**src/rtl/instr_cycle_pkg.sv**
```systemverilog
// Shared state encoding for the instruction-cycle sequencer and its helpers.
package instr_cycle_pkg;

  localparam int STATE_W = 3;

  localparam logic [STATE_W-1:0] START   = 3'd0;
  localparam logic [STATE_W-1:0] FETCH   = 3'd1;
  localparam logic [STATE_W-1:0] DECODE  = 3'd2;
  localparam logic [STATE_W-1:0] EXECUTE = 3'd3;
  localparam logic [STATE_W-1:0] HALT    = 3'd4;

  typedef enum logic [STATE_W-1:0] {
    ST_START   = START,
    ST_FETCH   = FETCH,
    ST_DECODE  = DECODE,
    ST_EXECUTE = EXECUTE,
    ST_HALT    = HALT
  } state_e;

endpackage

```
**src/rtl/instr_cycle_seq_if.sv**
```systemverilog
// Instruction-memory fetch port: request/address out, ack/data back.
interface instr_cycle_seq_if #(
  parameter int AW = 16,
  parameter int DW = 16
);
  logic          mem_req;
  logic [AW-1:0] mem_addr;
  logic          mem_ack;
  logic [DW-1:0] mem_rdata;

  modport master (output mem_req, output mem_addr, input mem_ack, input mem_rdata);
  modport slave  (input mem_req, input mem_addr, output mem_ack, output mem_rdata);
endinterface

```
**src/rtl/exec_down_counter.sv**
```systemverilog
// Loadable down-counter with a zero flag; decrement saturates at zero.
module exec_down_counter #(
  parameter int W = 3
) (
  input  logic         clock,
  input  logic         reset,
  input  logic         load,
  input  logic [W-1:0] load_val,
  input  logic         dec,
  output logic [W-1:0] count,
  output logic         zero
);

  localparam logic [W-1:0] ONE = {{(W-1){1'b0}}, 1'b1};

  logic [W-1:0] count_r;

  // Count register: load has priority over decrement.
  always_ff @(posedge clock or negedge reset) begin
    if (!reset) begin
      count_r <= {W{1'b0}};
    end else if (load) begin
      count_r <= load_val;
    end else if (dec && (count_r != {W{1'b0}})) begin
      count_r <= count_r - ONE;
    end else begin
      count_r <= count_r;
    end
  end

  assign count = count_r;
  assign zero  = (count_r == {W{1'b0}});

endmodule

```
**src/rtl/instr_cycle_seq.sv**
```systemverilog
// Fetch/decode/execute sequencer with PC, IR, variable-length execute,
// halt/resume and a retired-instruction counter.
module instr_cycle_seq
  import instr_cycle_pkg::*;
#(
  parameter int                AW       = 16,
  parameter int                DW       = 16,
  parameter int                OPW      = 4,
  parameter int                EXW      = 3,
  parameter logic [OPW-1:0]    HALT_OP  = 4'hF,
  parameter logic [AW-1:0]     RESET_PC = {AW{1'b0}},
  parameter int                CNTW     = 32
) (
  input  logic                 clock,
  input  logic                 reset,
  input  logic                 run,
  input  logic                 resume,
  input  logic [EXW-1:0]       exec_len,
  instr_cycle_seq_if.master    mem,
  output logic [DW-1:0]        ir,
  output logic [AW-1:0]        pc,
  output logic [STATE_W-1:0]   state,
  output logic                 exec_done,
  output logic                 halted,
  output logic [CNTW-1:0]      retired
);

  localparam logic [AW-1:0]   PC_ONE  = {{(AW-1){1'b0}}, 1'b1};
  localparam logic [EXW-1:0]  EX_ONE  = {{(EXW-1){1'b0}}, 1'b1};
  localparam logic [CNTW-1:0] CNT_ONE = {{(CNTW-1){1'b0}}, 1'b1};

  state_e          state_r;
  state_e          next_state_s;
  logic [AW-1:0]   pc_r;
  logic [DW-1:0]   ir_r;
  logic [CNTW-1:0] retired_r;

  logic            fetch_load_s;
  logic            retire_s;
  logic            ctr_load_s;
  logic [EXW-1:0]  ctr_load_val_s;
  logic            ctr_dec_s;
  logic [EXW-1:0]  ctr_count_s;
  logic            ctr_zero_s;
  logic [OPW-1:0]  opcode_s;

  assign opcode_s = ir_r[DW-1 -: OPW];

  exec_down_counter #(.W(EXW)) u_exec_ctr (
    .clock    (clock),
    .reset    (reset),
    .load     (ctr_load_s),
    .load_val (ctr_load_val_s),
    .dec      (ctr_dec_s),
    .count    (ctr_count_s),
    .zero     (ctr_zero_s)
  );

  // State register.
  always_ff @(posedge clock or negedge reset) begin
    if (!reset) begin
      state_r <= ST_START;
    end else begin
      state_r <= next_state_s;
    end
  end

  // Next-state and per-cycle control decode.
  always_comb begin
    next_state_s   = state_r;
    fetch_load_s   = 1'b0;
    retire_s       = 1'b0;
    ctr_load_s     = 1'b0;
    ctr_dec_s      = 1'b0;
    // A zero length still needs one execute cycle.
    ctr_load_val_s = (exec_len == {EXW{1'b0}}) ? {EXW{1'b0}} : (exec_len - EX_ONE);
    case (state_r)
      ST_START: begin
        if (run) next_state_s = ST_FETCH;
        else     next_state_s = ST_START;
      end
      ST_FETCH: begin
        if (mem.mem_ack) begin
          fetch_load_s = 1'b1;
          next_state_s = ST_DECODE;
        end else begin
          next_state_s = ST_FETCH;
        end
      end
      ST_DECODE: begin
        if (opcode_s == HALT_OP) begin
          retire_s     = 1'b1;
          next_state_s = ST_HALT;
        end else begin
          ctr_load_s   = 1'b1;
          next_state_s = ST_EXECUTE;
        end
      end
      ST_EXECUTE: begin
        if (!ctr_zero_s) begin
          ctr_dec_s    = 1'b1;
          next_state_s = ST_EXECUTE;
        end else begin
          retire_s     = 1'b1;
          next_state_s = run ? ST_FETCH : ST_START;
        end
      end
      ST_HALT: begin
        if (resume) next_state_s = ST_FETCH;
        else        next_state_s = ST_HALT;
      end
      default: next_state_s = ST_START;
    endcase
  end

  // PC and IR update on an acknowledged fetch.
  always_ff @(posedge clock or negedge reset) begin
    if (!reset) begin
      pc_r <= RESET_PC;
      ir_r <= {DW{1'b0}};
    end else if (fetch_load_s) begin
      pc_r <= pc_r + PC_ONE;
      ir_r <= mem.mem_rdata;
    end else begin
      pc_r <= pc_r;
      ir_r <= ir_r;
    end
  end

  // Retired-instruction counter.
  always_ff @(posedge clock or negedge reset) begin
    if (!reset) begin
      retired_r <= {CNTW{1'b0}};
    end else if (retire_s) begin
      retired_r <= retired_r + CNT_ONE;
    end else begin
      retired_r <= retired_r;
    end
  end

  assign mem.mem_req  = (state_r == ST_FETCH);
  assign mem.mem_addr = pc_r;
  assign ir           = ir_r;
  assign pc           = pc_r;
  assign state        = state_r;
  assign exec_done    = (state_r == ST_EXECUTE) && ctr_zero_s;
  assign halted       = (state_r == ST_HALT);
  assign retired      = retired_r;

endmodule

```
**src/flat_wrapper.sv**
```systemverilog
// flat-port wrapper written by rule: the top's interface ports become plain ports
module instr_cycle_seq_flat import instr_cycle_pkg::*;
#(
  parameter int                AW       = 16,
  parameter int                DW       = 16,
  parameter int                OPW      = 4,
  parameter int                EXW      = 3,
  parameter logic [OPW-1:0]    HALT_OP  = 4'hF,
  parameter logic [AW-1:0]     RESET_PC = {AW{1'b0}},
  parameter int                CNTW     = 32
)
  (clock, reset, run, resume, exec_len, ir, pc, state, exec_done, halted, retired, mem_mem_req, mem_mem_addr, mem_mem_ack, mem_mem_rdata);
  instr_cycle_seq_if #(.AW(AW), .DW(DW)) mem_i ();
  input  logic clock;
  input  logic reset;
  input  logic run;
  input  logic resume;
  input  logic [EXW-1:0] exec_len;
  output logic [DW-1:0] ir;
  output logic [AW-1:0] pc;
  output logic [STATE_W-1:0] state;
  output logic exec_done;
  output logic halted;
  output logic [CNTW-1:0] retired;
  output wire logic [$bits(mem_i.mem_req)-1:0] mem_mem_req;
  output wire logic [$bits(mem_i.mem_addr)-1:0] mem_mem_addr;
  input wire logic [$bits(mem_i.mem_ack)-1:0] mem_mem_ack;
  input wire logic [$bits(mem_i.mem_rdata)-1:0] mem_mem_rdata;
  assign mem_mem_req = mem_i.mem_req;
  assign mem_mem_addr = mem_i.mem_addr;
  assign mem_i.mem_ack = mem_mem_ack;
  assign mem_i.mem_rdata = mem_mem_rdata;
  instr_cycle_seq #(.AW(AW), .DW(DW), .OPW(OPW), .EXW(EXW), .HALT_OP(HALT_OP), .RESET_PC(RESET_PC), .CNTW(CNTW)) u_core (.clock(clock), .reset(reset), .run(run), .resume(resume), .exec_len(exec_len), .mem(mem_i), .ir(ir), .pc(pc), .state(state), .exec_done(exec_done), .halted(halted), .retired(retired));
endmodule
```
**config.mk**
```make
export PLATFORM = sky130hd
export DESIGN_NAME = instr_cycle_seq_flat
export DESIGN_NICKNAME = d
export VERILOG_FILES = /design/src/rtl/instr_cycle_pkg.sv /design/src/rtl/instr_cycle_seq_if.sv /design/src/rtl/exec_down_counter.sv /design/src/rtl/instr_cycle_seq.sv /design/src/flat_wrapper.sv
export SDC_FILE = /design/constraint.sdc
export NUM_CORES = 1
export LEC_CHECK = 0
export ABC_CLOCK_PERIOD_IN_PS = 2400
export BUFFER_PORTS_ARGS = -buffer_cell sky130_fd_sc_hd__buf_4
export CAP_MARGIN = 15
export CORE_ASPECT_RATIO = 0.6
export CORE_MARGIN = 1.5
export CORE_UTILIZATION = 30
export CTS_CLUSTER_DIAMETER = 120
export CTS_CLUSTER_SIZE = 40
export DETAILED_ROUTE_END_ITERATION = 6
export GPL_ROUTABILITY_DRIVEN = 0
export GPL_TIMING_DRIVEN = 0
export PLACE_DENSITY = 0.49
export SLEW_MARGIN = 20
export SYNTH_ARGS = -nofsm -noshare
export SYNTH_HDL_FRONTEND = slang
export SYNTH_SLANG_ARGS = --single-unit
```
**constraint.sdc**
```tcl
create_clock -name clock -period 2.4 [get_ports clock]
set_input_delay 0.24 -clock clock [delete_from_list [all_inputs] [get_ports clock]]
set_output_delay 0.24 -clock clock [all_outputs]
set_load 0.05 [all_outputs]
```
==> results.md <==
* Critical path's largest stage delay at 0.63 ns
* Critical Path RT at 2.61 ns
* Post-Route WL at 8290 um
* Slew @ Worst Pin at 0.907 ns
* CTS tree: built
* Clock buffer depth at 2
* Number of hold buffers added after CTS at 0
* Final instance area at 0.00481 mm^2
* Cell row count at 30
* Setup repair bufs after CTS at 0
* Total congestion overflow at 0
* Clock sinks at 70
* Final Max Slew Viols at 0
* Gr usage total at 0.141
* CP max stage cell: or4_4
* Syn_area_per_cell at 11.4 um^2
* Critical Path End Type: flop
* Reg power frac at 0.310
* Die Y at 86.6 um
* Antenna violations before repair at 0
* Initial Util at 0.308
* Total number of yosys warnings at 0
* Core box area at 0.0113 mm^2
* Layout Skew at 0.00967 ns
* Peak supply drop at 0.000631 V
* Synth async-reset ratio at 1.00
* Detail Placement HPWL at 5890 um
* Via Count at 2,628
* Number of max-cap violations at 0
* # fillers at 1,113
* P&R area growth vs syn at 37.7%
* Critical path class: reg -> reg
* Most common cell after layout, fill and taps aside: buf_4
* First DRT Iteration DRCs at 100
* Top_reg_cell synth: dfrtp_1
* Antenna Cells at 0
* Per-cell routed wire length at 14.0 um
* Sw Pwr at 2.18 mW
* Pin count of the biggest net entering global routing at 71
* Top sig layer: met4
* PD cells at 1090 mW/mm^2
* Drt via density at 4.44
* Fmax at 0.462 GHz
* Register area share after synthesis at 0.501
* Clock Latency Late Sink at 0.33 ns
* Area occupied by multi-input gates at 0.00152 mm^2
* Commonest non-fill, non-tap cells in the layout: buf_4, dfrtp_1, xor2_1
* Syn nets at 337
* Gate power share at 0.438
* Clock Root Buffer: clkbuf_16
* Layout net count at 457
* Family with the most delay on the worst path: simple AND/OR/NAND/NOR gates
* Synth cell types at 38
* Number of port buffers at 109
* Fin crit share at 0.902
* I/O pin cnt at 110
* Layout cells sized above 1 at 0.424
* Worst Hold Class: in -> async
* Die W at 142 um
* Setup Viol. Count Final at 0
* CP Data Arrival Time at 2.37 ns
* FF/Latch Area at 0.00175 mm^2
* Fin. Hold Viols at 0
* Relative slew slack at 0.395
* Min Tclk post-route at 2.16 ns
* H-tree Lvls at 3
* Flops & latches, synth at 70
* Hold Slack at 0.0551 ns
* First-pass GRT wire length at 13,400 um
* Detail Route Antenna Nets at 0
* Post-synth EDFFs at 0
* Setup total negative slack at 0 ns
* Vias in the first global route at 2,531
* Clock transition at path regs at 0.06 ns
* TritonRoute pass-1 iters at 4
* Cts bufs inserted at 9
* Status: finished clean
* Drt drc at 0
* Startpoint Class: flop
* RSZ-0062 raised after global routing: false
* Area post-placement at 0.00451 mm^2
* WL met3 at 653 um
* Crit Path Max Fanout at 9
* Sw Share at 0.416
* CP Cell Sequence: ha_1 -> and4_1 -> nand4_2 -> or4_4 -> xnor2_2
* Cell area after synthesis at 0.00349 mm^2
* Pint at 3.07 mW
* Leak Pwr at 2.43 nW
* Clock network power share at 0.252
* Metal2 WL at 3090 um
* Die footprint at 0.0123 mm^2
* Cells after synthesis at 307
* DRT met1 WL at 4470 um
* Critical path buffers and inverters at 0
* Post-cts gate resize count at 0
## cell usage after synthesis, drive strengths merged (2+ instances only)
| cell type | n | share of area |
|---|---|---|
| dfrtp | 70 | 0.50 |
| xor2 | 36 | 0.090 |
| buf | 28 | 0.054 |
| nand2 | 22 | 0.024 |
| mux2 | 19 | 0.061 |
| nor2 | 15 | 0.016 |
| nor3 | 13 | 0.019 |
| nand3 | 12 | 0.017 |
| nand4 | 12 | 0.023 |
| xnor2 | 12 | 0.032 |
| nor4 | 9 | 0.032 |
| and4 | 8 | 0.020 |
| inv | 8 | 0.0086 |
| ha | 6 | 0.021 |
| nor3b | 5 | 0.011 |
| a21oi | 4 | 0.0057 |
| and2 | 4 | 0.0072 |
| and3 | 4 | 0.0072 |
| nand2b | 3 | 0.0054 |
| nor4b | 3 | 0.011 |
| clkbuf | 2 | 0.0021 |
| mux2i | 2 | 0.0057 |
## path summary, 6_finish.rpt
kind | cells after the start | start | slack [ns] | to
worst max-delay path | 5 | u_core.retired[0] | 0.24 | u_core.retired[26]
worst min-delay path | 1 | reset | 0.06 | u_core.mem.mem_addr[0]
worst max register to register | 5 | u_core.retired[0] | 0.24 | u_core.retired[26]
worst min register to register | 1 | u_core.retired[31] | 0.47 | u_core.retired[31]
max in group asynchronous | 1 | reset | 1.77 | u_core.retired[5]
min in group clock | 2 | mem_mem_rdata[0] | 0.14 | u_core.ir[0]
## routing by layer
metal / global-route usage / vias to the layer above
li1: - / 1290
met4: 0.0394 / 0
met5: 0 / -
met3: 0.0530 / 7
met2: 0.188 / 87
met1: 0.208 / 1244
## per-stage QoR
step / util / power [mW] / setup slack, ns / instances
5_1_grt: 0.425 / 5.54 / 0.0901 / 592
2_1_floorplan: - / 3.28 / 0.0889 / 307
3_5_place_dp: 0.398 / 3.97 / 0.210 / 576
3_3_place_gp: 0.398 / 3.95 / 0.231 / 576
4_1_cts: 0.425 / 5.33 / 0.204 / 592
6_report: 0.425 / 5.25 / 0.235 / 592
## cells by family after synthesis
logic type,Yosys count,share of synthesized area
buffers and inverters,38,0.0652
adders and majority gates,6,0.0215
and+or+nand+nor,117,0.210
muxes,21,0.0670
xor gates and xnor gates,48,0.122
AOI/OAI and AO/OA,7,0.0125
DFF,70,0.501
## state kept, by name, summed over array words and instances (netlist names)
name,count
u_core.ir,16
u_core.retired,32
u_core.u_exec_ctr.count,3
u_core.mem.mem_addr,16
u_core.state,3
## cell type report
type	count	area share
inverter	8	0.00624
buffer	30	0.0411
tap	160	0.0416
clock buffer	10	0.0496
timing repair buffer	109	0.170
sequential	70	0.364
clock inverter	6	0.0127
multi-input combinational	199	0.315
## power groups by stage
| stage | combinational (mW) | sequential [mW] | clock, mW |
|---|---|---|---|
| final | 2.30 | 1.63 | 1.33 |
| after global routing | 2.44 | 1.67 | 1.43 |
| after CTS | 2.32 | 1.63 | 1.37 |
| after detailed placement | 2.32 | 1.64 | 0 |
| after global placement | 2.31 | 1.64 | 0 |
| after floorplan | 0.901 | 2.37 | 0 |
(Power assumes the default switching activity.)
